==> src/rtl/uart_tx_frame_pkg.sv <==
// -----------------------------------------------------------------------------
// uart_tx_frame_pkg
//   Shared definitions for the UART framing blocks: FSM state encoding, line
//   levels and the parity helper used when a byte is latched.
// -----------------------------------------------------------------------------
package uart_tx_frame_pkg;

    typedef enum logic [2:0] {
        ST_IDLE = 3'd0,
        ST_ARM  = 3'd1,
        ST_DATA = 3'd2,
        ST_PAR  = 3'd3,
        ST_STOP = 3'd4
    } state_t;

    localparam logic UART_IDLE_LVL  = 1'b1;
    localparam logic UART_START_LVL = 1'b0;

    // Parity over the low 'width' bits of 'data'.
    // Even parity makes the total count of ones even; odd inverts that.
    function automatic logic parity_bit(
        input logic [7:0]  data,
        input int unsigned width,
        input logic        odd
    );
        logic p;
        p = 1'b0;
        for (int unsigned i = 0; i < 8; i++) begin
            if (i < width) begin
                p = p ^ data[i];
            end
        end
        return p ^ odd;
    endfunction

endpackage

==> src/rtl/uart_tx_frame_bps_tick_det.sv <==
// -----------------------------------------------------------------------------
// bps_tick_det
//   Turns the baud square wave from BPS_timer into a one-clk_i-cycle pulse at
//   each rising edge. Shared between the transmit and receive framers.
// Ports
//   clk_i      system clock
//   rst_i      synchronous, active-high reset
//   clk_BPS_i  baud square wave, generated in the clk_i domain
//   tick_o     1-cycle pulse on each rising edge of clk_BPS_i
// -----------------------------------------------------------------------------
module bps_tick_det
    import uart_tx_frame_pkg::*;
(
    input  logic clk_i,
    input  logic rst_i,
    input  logic clk_BPS_i,
    output logic tick_o
);

    logic bps_q;
    logic seen_low;

    // seen_low suppresses a false edge when clk_BPS_i is already high as reset
    // releases: bps_q is cleared by reset, so without it the first post-reset
    // cycle would look like a rising edge.
    always_ff @(posedge clk_i) begin
        if (rst_i) begin
            bps_q    <= 1'b0;
            seen_low <= 1'b0;
        end else begin
            bps_q <= clk_BPS_i;
            if (!clk_BPS_i) begin
                seen_low <= 1'b1;
            end
        end
    end

    assign tick_o = clk_BPS_i & ~bps_q & seen_low;

endmodule

==> src/rtl/uart_tx_frame.sv <==
// -----------------------------------------------------------------------------
// uart_tx_frame
//   UART transmit framer. Accepts a byte on a valid/ready handshake and shifts
//   it out LSB first as start, data, optional parity and stop bits, one bit per
//   rising edge of the baud square wave.
// Parameters
//   DATA_BITS   payload bits per frame (5..8)
//   PARITY_EN   1 = insert a parity bit after the data bits
//   PARITY_ODD  1 = odd parity, 0 = even (only with PARITY_EN=1)
//   STOP_BITS   stop-bit count (1 or 2)
// Ports
//   clk_i      system clock
//   rst_i      synchronous, active-high reset; aborts any frame in flight
//   clk_BPS_i  baud square wave from BPS_timer
//   data_i     byte to send, sampled on accept
//   valid_i    data_i is valid
//   ready_o    framer idle and able to accept (accept = valid_i & ready_o)
//   tx_o       registered serial line, idle high
//   busy_o     frame in progress
// -----------------------------------------------------------------------------
module uart_tx_frame
    import uart_tx_frame_pkg::*;
#(
    parameter int unsigned DATA_BITS  = 8,
    parameter int unsigned PARITY_EN  = 0,
    parameter int unsigned PARITY_ODD = 0,
    parameter int unsigned STOP_BITS  = 1
) (
    input  logic                 clk_i,
    input  logic                 rst_i,
    input  logic                 clk_BPS_i,
    input  logic [DATA_BITS-1:0] data_i,
    input  logic                 valid_i,
    output logic                 ready_o,
    output logic                 tx_o,
    output logic                 busy_o
);

    localparam int unsigned          CNT_W     = $clog2(DATA_BITS + 1);
    localparam logic [CNT_W-1:0]     LAST_DATA = CNT_W'(DATA_BITS - 1);
    localparam logic [1:0]           STOP_LAST = 2'(STOP_BITS);
    localparam logic                 HAS_PAR   = (PARITY_EN != 0);
    localparam logic                 ODD_PAR   = (PARITY_ODD != 0);

    state_t               state;
    state_t               state_nx;
    logic                 tick;
    logic                 accept;
    logic [DATA_BITS-1:0] sreg;
    logic [CNT_W-1:0]     cnt;
    logic [1:0]           stop_cnt;
    logic                 parity;
    logic                 tx;
    logic                 ready;

    bps_tick_det u_tick (
        .clk_i     (clk_i),
        .rst_i     (rst_i),
        .clk_BPS_i (clk_BPS_i),
        .tick_o    (tick)
    );

    assign accept = valid_i & ready;

    // State register
    always_ff @(posedge clk_i) begin
        if (rst_i) begin
            state <= ST_IDLE;
        end else begin
            state <= state_nx;
        end
    end

    // Next-state logic. A tick coinciding with accept is ignored because
    // IDLE only looks at accept; ARM then waits a full baud period.
    always_comb begin
        state_nx = state;
        case (state)
            ST_IDLE: if (accept) state_nx = ST_ARM;
            ST_ARM:  if (tick)   state_nx = ST_DATA;
            ST_DATA: begin
                if (tick && (cnt == LAST_DATA)) begin
                    state_nx = HAS_PAR ? ST_PAR : ST_STOP;
                end
            end
            ST_PAR:  if (tick)   state_nx = ST_STOP;
            // Leave only on the tick after the last stop bit was driven,
            // so the final stop bit lasts a full baud period.
            ST_STOP: begin
                if (tick && (stop_cnt == STOP_LAST)) begin
                    state_nx = ST_IDLE;
                end
            end
            default: state_nx = ST_IDLE;
        endcase
    end

    // Output logic
    always_comb begin
        ready = (state == ST_IDLE);
    end

    assign ready_o = ready;
    assign busy_o  = ~ready;
    assign tx_o    = tx;

    // Datapath: shift register, counters, parity and the registered line.
    always_ff @(posedge clk_i) begin
        if (rst_i) begin
            tx       <= UART_IDLE_LVL;
            sreg     <= '0;
            cnt      <= '0;
            stop_cnt <= '0;
            parity   <= 1'b0;
        end else begin
            case (state)
                ST_IDLE: begin
                    if (accept) begin
                        sreg     <= data_i;
                        parity   <= parity_bit(8'(data_i), DATA_BITS, ODD_PAR);
                        cnt      <= '0;
                        stop_cnt <= '0;
                    end
                end
                ST_ARM: begin
                    if (tick) begin
                        tx <= UART_START_LVL;
                    end
                end
                ST_DATA: begin
                    if (tick) begin
                        tx   <= sreg[0];
                        sreg <= sreg >> 1;
                        cnt  <= cnt + 1'b1;
                    end
                end
                ST_PAR: begin
                    if (tick) begin
                        tx <= parity;
                    end
                end
                ST_STOP: begin
                    if (tick && (stop_cnt != STOP_LAST)) begin
                        tx       <= UART_IDLE_LVL;
                        stop_cnt <= stop_cnt + 1'b1;
                    end
                end
                default: ;
            endcase
        end
    end

endmodule

==> config.mk <==
export PLATFORM = sky130hd
export DESIGN_NAME = uart_tx_frame
export DESIGN_NICKNAME = d
export VERILOG_FILES = /design/src/rtl/uart_tx_frame_pkg.sv /design/src/rtl/uart_tx_frame_bps_tick_det.sv /design/src/rtl/uart_tx_frame.sv
export SDC_FILE = /design/constraint.sdc
export NUM_CORES = 1
export LEC_CHECK = 0
export CAP_MARGIN = 0
export CORE_UTILIZATION = 55
export CTS_BUF_LIST = sky130_fd_sc_hd__clkbuf_8
export DETAILED_ROUTE_END_ITERATION = 8
export GPL_ROUTABILITY_DRIVEN = 0
export GPL_TIMING_DRIVEN = 0
export PLACE_DENSITY = 0.91
export SLEW_MARGIN = 10
export SYNTH_ARGS = -nofsm -noshare
export SYNTH_HDL_FRONTEND = slang
export SYNTH_SLANG_ARGS = --single-unit
==> constraint.sdc <==
create_clock -name clk_i -period 1.9 [get_ports clk_i]
set_input_delay 0.19 -clock clk_i [delete_from_list [all_inputs] [get_ports clk_i]]
set_output_delay 0.19 -clock clk_i [all_outputs]
set_load 0.02 [all_outputs]
======== After elaboration in Yosys (flattened, before gate mapping) ========
Cells that the tools add are included.
storage, ports and cells
  bits in latches ......................... 0
  bits in registers ....................... 21
  word-level logic and storage cells ...... 89
  RAM bits ................................ 0
  memories kept ........................... 0
  input bits .............................. 12
  bits in read-only memories .............. 0
cells by class
  reduce and logical (&&, ||, !) cells .... 12
  eq/ne operators ......................... 14
  div/mod/pow operators ................... 0
  add/subtract/negate cells ............... 2
  magnitude comparators ................... 0
  muxes and demuxes ....................... 41
  bitwise operators ....................... 12
  multiply operators ...................... 0
  shifts and indexed selects .............. 0
operator list
  kind                 count
  $mux 1               25
  $mux 8               2
  $pmux 8 s2           1
  $mux 3               5
  $pmux 3 s5           1
  $ne 2x2->1 const B   7
  $reduce_and 5->1     2
  $mux 4               2
  $pmux 4 s2           1
  $xor 1x1->1          7
  $eq 3x2->1 const B   2
  $reduce_and 3->1     2
  $add 4x1->4 const B  1
  $eq 4x3->1 const B   1
  $mux 2               2
  $pmux 1 s4           1
  $pmux 2 s2           1
  $reduce_bool 2->1    2
  $reduce_bool 4->1    1
  $and 1x1->1          3
  $eq 3x1->1 const B   1
  $eq 3x3->1 const B   1
  $logic_and 1x1->1    3
  $logic_not 3->1      1
  5 further kinds      6

======== Longest topological paths before layout ========
  depth after elaboration ................. 30
  depth in mapped cells ................... 7

======== Cells and area by module ========
From an unflattened synthesis, not the netlist that was laid out.
second synthesis, totals
  cells, all modules ...................... 116
  area, all modules ....................... 1,057.3 um^2
modules (own cells, without submodules)
  module         cells an instance  area an instance (um^2)  times used  seq. area each (um^2)
  uart_tx_frame  109                994.7                    1           380.4
  bps_tick_det   7                  62.6                     1           40.0

======== Worst setup path after synthesis ========
Ideal clock, no wire load.
  kind .................................... flip-flop to flip-flop
  start ................................... register state[1]
  end ..................................... register stop_cnt[0]
  data required time ...................... 1,772 ps
  stages on the path, launching flop included .. 6
  slack ................................... 433 ps
  path buffers ............................ 1
  clock period less this slack ............ 1,467 ps
  arrival time ............................ 1,339 ps
  path through ............................ dfxtp_1 -> buf_6 -> or4b_2 -> nand2_1 -> mux2_2 -> nor2_1
on the way
  longest elaborated chain between the ends .. 4
  elaborated cells between the ends (all ways) .. 8
  those cells by class .................... 3 x eq/ne; 1 x mux; 1 x bitwise; 3 x reduce/logical
RTL lines
  element                     line                                        source
  start, declared             uart_tx_frame.sv:45                         state_t state;
  start signal, assigned      uart_tx_frame.sv:70                         state <= state_nx;
  $logic_not 3->1             uart_tx_frame.sv:100, uart_tx_frame.sv:116
  $and 1x1->1                 uart_tx_frame.sv:63                         assign accept = valid_i & ready;
  $ne 2x2->1 (no line)        -
  $reduce_and 3->1 (no line)  -
  end signal, assigned        uart_tx_frame.sv:145                        stop_cnt <= stop_cnt + 1'b1;
  end, declared               uart_tx_frame.sv:51                         logic [1:0] stop_cnt;
Parallel ways exist; a longest one is shown, timed or not.
A chain may end at the register's enable or synchronous reset.

======== Final worst setup path ========
  start ................................... register state[0]
  end ..................................... output port busy_o
on the way
  longest elaborated chain between the ends .. 2
RTL lines
  element          line                  source
  $logic_not 3->1  uart_tx_frame.sv:100  ready = (state == ST_IDLE);
  $not 1->1        uart_tx_frame.sv:104  assign busy_o = ~ready;
  end, declared    uart_tx_frame.sv:36   output logic busy_o
No other way between the ends.

==> metrics.cfg <==
[outcome]
status=complete, no violations

[grt]
grt_pass1_wl_um=3600
grt_pass1_vias=859
antenna_found_initial=0
overflow=0
track_usage_pct=23.9
grt_start_max_net_pins=12

[worst_setup_path]
start_kind=register
critPathLaunch=state[0]$_SDFFE_PP0P_
crit_slowest_cell=clkdlybuf4s50_1
crit_type=reg2out
crit_end=busy_o
required_ns=1.71
ff2ff_setup_slack_ns=0.23
worst_setup_path_end_kind=output port
crit_chain=buf_4, nor2_2, nand2_1, clkdlybuf4s50_1
crit-reg2reg-capture=sreg[0]$_SDFFE_PP0P_
slowest_delay_ns=0.54
path_max_fanout=10
arrival_ns=1.54
reg2reg_from=state[1]$_SDFFE_PP0P_
rr_worst_depth=6

[finish]
finish.utilization_pct=72.9
nets=151
area_growth_pct=20.3
insertedDiodeCount=0
drive_above_1_share_pct=12.5

[synth]
syn_inst=118
synth_top_cell_by_area=dfxtp_1
synth_most_common_cell=dfxtp_1
synth_edf_count=0
ys_seq_elements=21
yosys.area.top_type_share_pct=38.5
async_reset_ff_share_pct=0
yosys-top-cells-count=dfxtp_1 (21), nor2_1 (14), a211oi_1 (9)
synth_cell_types=32
syn_nets=132
yosysWarnings=0
synthFlopType=dfxtp_1
yosysSeqAreaShare_pct=38.5
ys_top_cells_by_area=dfxtp_1 (38%), mux2i_1 (6.4%), a211oi_1 (6.2%), xnor2_1 (5.6%), nor2_1 (4.8%)
syn_area_sq_um=1090
syn_area_per_cell_sq_um=9.26

[timing]
fin_skew_ns=0.00135
max_clock_freq_mhz=578
post-route-period-util_pct=91.0
tns_ns=0
slew_headroom_pct=68.5
hold_violations=0
slew_violations=0
rsz0062_at_grt=no
setup_viol=0
worstMarginPinSlew_ns=0.473
min_period_ns=1.73

[cts]
clk_pin_slew_ns=0.07
cts_made_buffers=3
cts_tree=done
cts_buffer_depth=2
postCtsSetupBuffers=0
clock_sinks=21
htree_levels=1
cts-root-buf=clkbuf_8
insertion_delay_ns=0.26

[pwr]
p_switching_mw=0.247
p_int_mw=0.698
p_clk_share_pct=30.2
sw_frac_of_total_pct=26.1
power.density_nw_per_um2=719
seqPwrFrac_pct=50.5
irDropWorstVdd_mv=0.530
power_leakage_nw=0.457
power_frac_comb_pct=19.3

[drt]
drt_iter0_markers=17
wl_um=2280
ant_nets=0
wl_per_cell_um=14.2
drtPass1Iterations=5
via_per_inst=5.70
drcViolationCount=0
vias=917

[floorplanning]
start_util_pct=60.6
num_rows=15
coreArea_sq_um=1800
io_pins=15
die_h_um=46.6
die_w_um=46.6
dieArea_sq_um=2170

[worst_hold_path]
hold_start=u_tick.seen_low$_SDFFE_PP0N_
hp-class=reg2reg

[place]
dp_hpwl_um=1660
port_buffers=14

[flow_run]
max_cap_viol_count=0

## sequential cells by signal, summed over array words and instances (netlist names)
signal,cells
tx_o,1
u_tick.bps_q,1
stop_cnt,2
parity,1
u_tick.seen_low,1
cnt,4
state,3
sreg,8
## per-stage QoR
step	cells	power (mW)	hold slack, ns	setup slack (ns)	instance area (sq um)
5_1_grt	161	0.985	0.511	0.0898	1310
3_5_place_dp	157	0.667	0.473	0.0849	1260
3_3_place_gp	157	0.658	0.443	0.126	1260
2_1_floorplan	118	0.604	0.286	0.433	1090
6_report	161	0.945	0.482	0.170	1310
4_1_cts	161	0.948	0.483	0.0419	1310
## critical path: cells and delay by family, from the launching register on
kind,cells,cell delay [ns]
DFF,1,0.30
buffers and inverters,2,0.71
and+or+nand+nor,2,0.27
## worst min path at each step
| stage | endpoint | depth (start not counted) |
|---|---|---|
| after floorplan | u_tick.seen_low$_SDFFE_PP0N_ | 1 |
| after global placement | u_tick.seen_low$_SDFFE_PP0N_ | 2 |
| after detailed placement | u_tick.seen_low$_SDFFE_PP0N_ | 2 |
| after CTS | u_tick.seen_low$_SDFFE_PP0N_ | 2 |
| after global routing | u_tick.seen_low$_SDFFE_PP0N_ | 2 |
| final | u_tick.seen_low$_SDFFE_PP0N_ | 2 |
## metal layers
metal,vias to the layer above,GRT usage (%),part of all wire (%)
met1,432,27.1,42
li1,455,-,-
met3,7,3.53,3.0
met5,-,0,0
met2,23,43.1,53
met4,0,11.2,2.1
## power groups by stage
stage / clock (mW) / combinational [mW] / sequential (mW)
after global routing: 0.309 / 0.197 / 0.479
after CTS: 0.288 / 0.183 / 0.477
after floorplan: 0 / 0.119 / 0.484
after detailed placement: 0 / 0.180 / 0.487
final: 0.285 / 0.182 / 0.477
after global placement: 0 / 0.172 / 0.485
## layout by cell type, fill, tap and decap left out, drive strengths merged, types with 2 or more instances in the layout
cell / n
dfxtp: 21
nor2: 14
clkdlybuf4s50: 13
a211oi: 9
inv: 7
mux2i: 7
xnor2: 7
a21oi: 7
nand2: 5
o21ai: 5
buf: 5
clkbuf: 5
nand3: 4
nand3b: 3
a31oi: 2
or3: 2
or4b: 2
mux2: 2
nor2b: 2
ha: 2
nor3b: 2
## what timing repair did
| item | in CTS | in global routing |
|---|---|---|
| cloned | 0 | 0 |
| hold buffers | 0 | 0 |
| endpoints found under the hold margin | 0 | 0 |
| setup endpoints to repair | 1 | 1 |
| resized for setup | 1 | 1 |
## cells by family after synthesis
| group | share of synthesized area [%] |
|---|---|
| DFF | 38.5 |
| adders and majority gates | 2.29 |
| buffers and inverters | 7.56 |
| muxes | 8.48 |
| and+or+nand+nor | 22.3 |
| AOI/OAI and AO/OA | 15.2 |
| xor gates and xnor gates | 5.61 |
## final cells by class
type	count	area (sq um)
multi-input cells	84	592
fillers	140	488
flip-flops and latches	21	420
repair buffers	14	143
plain buffers	7	60.1
clock buffers	3	41.3
well taps	25	31.3
inverters	6	22.5
clock inverters	1	3.75
Note: power is estimated with default switching activity, not from simulation.
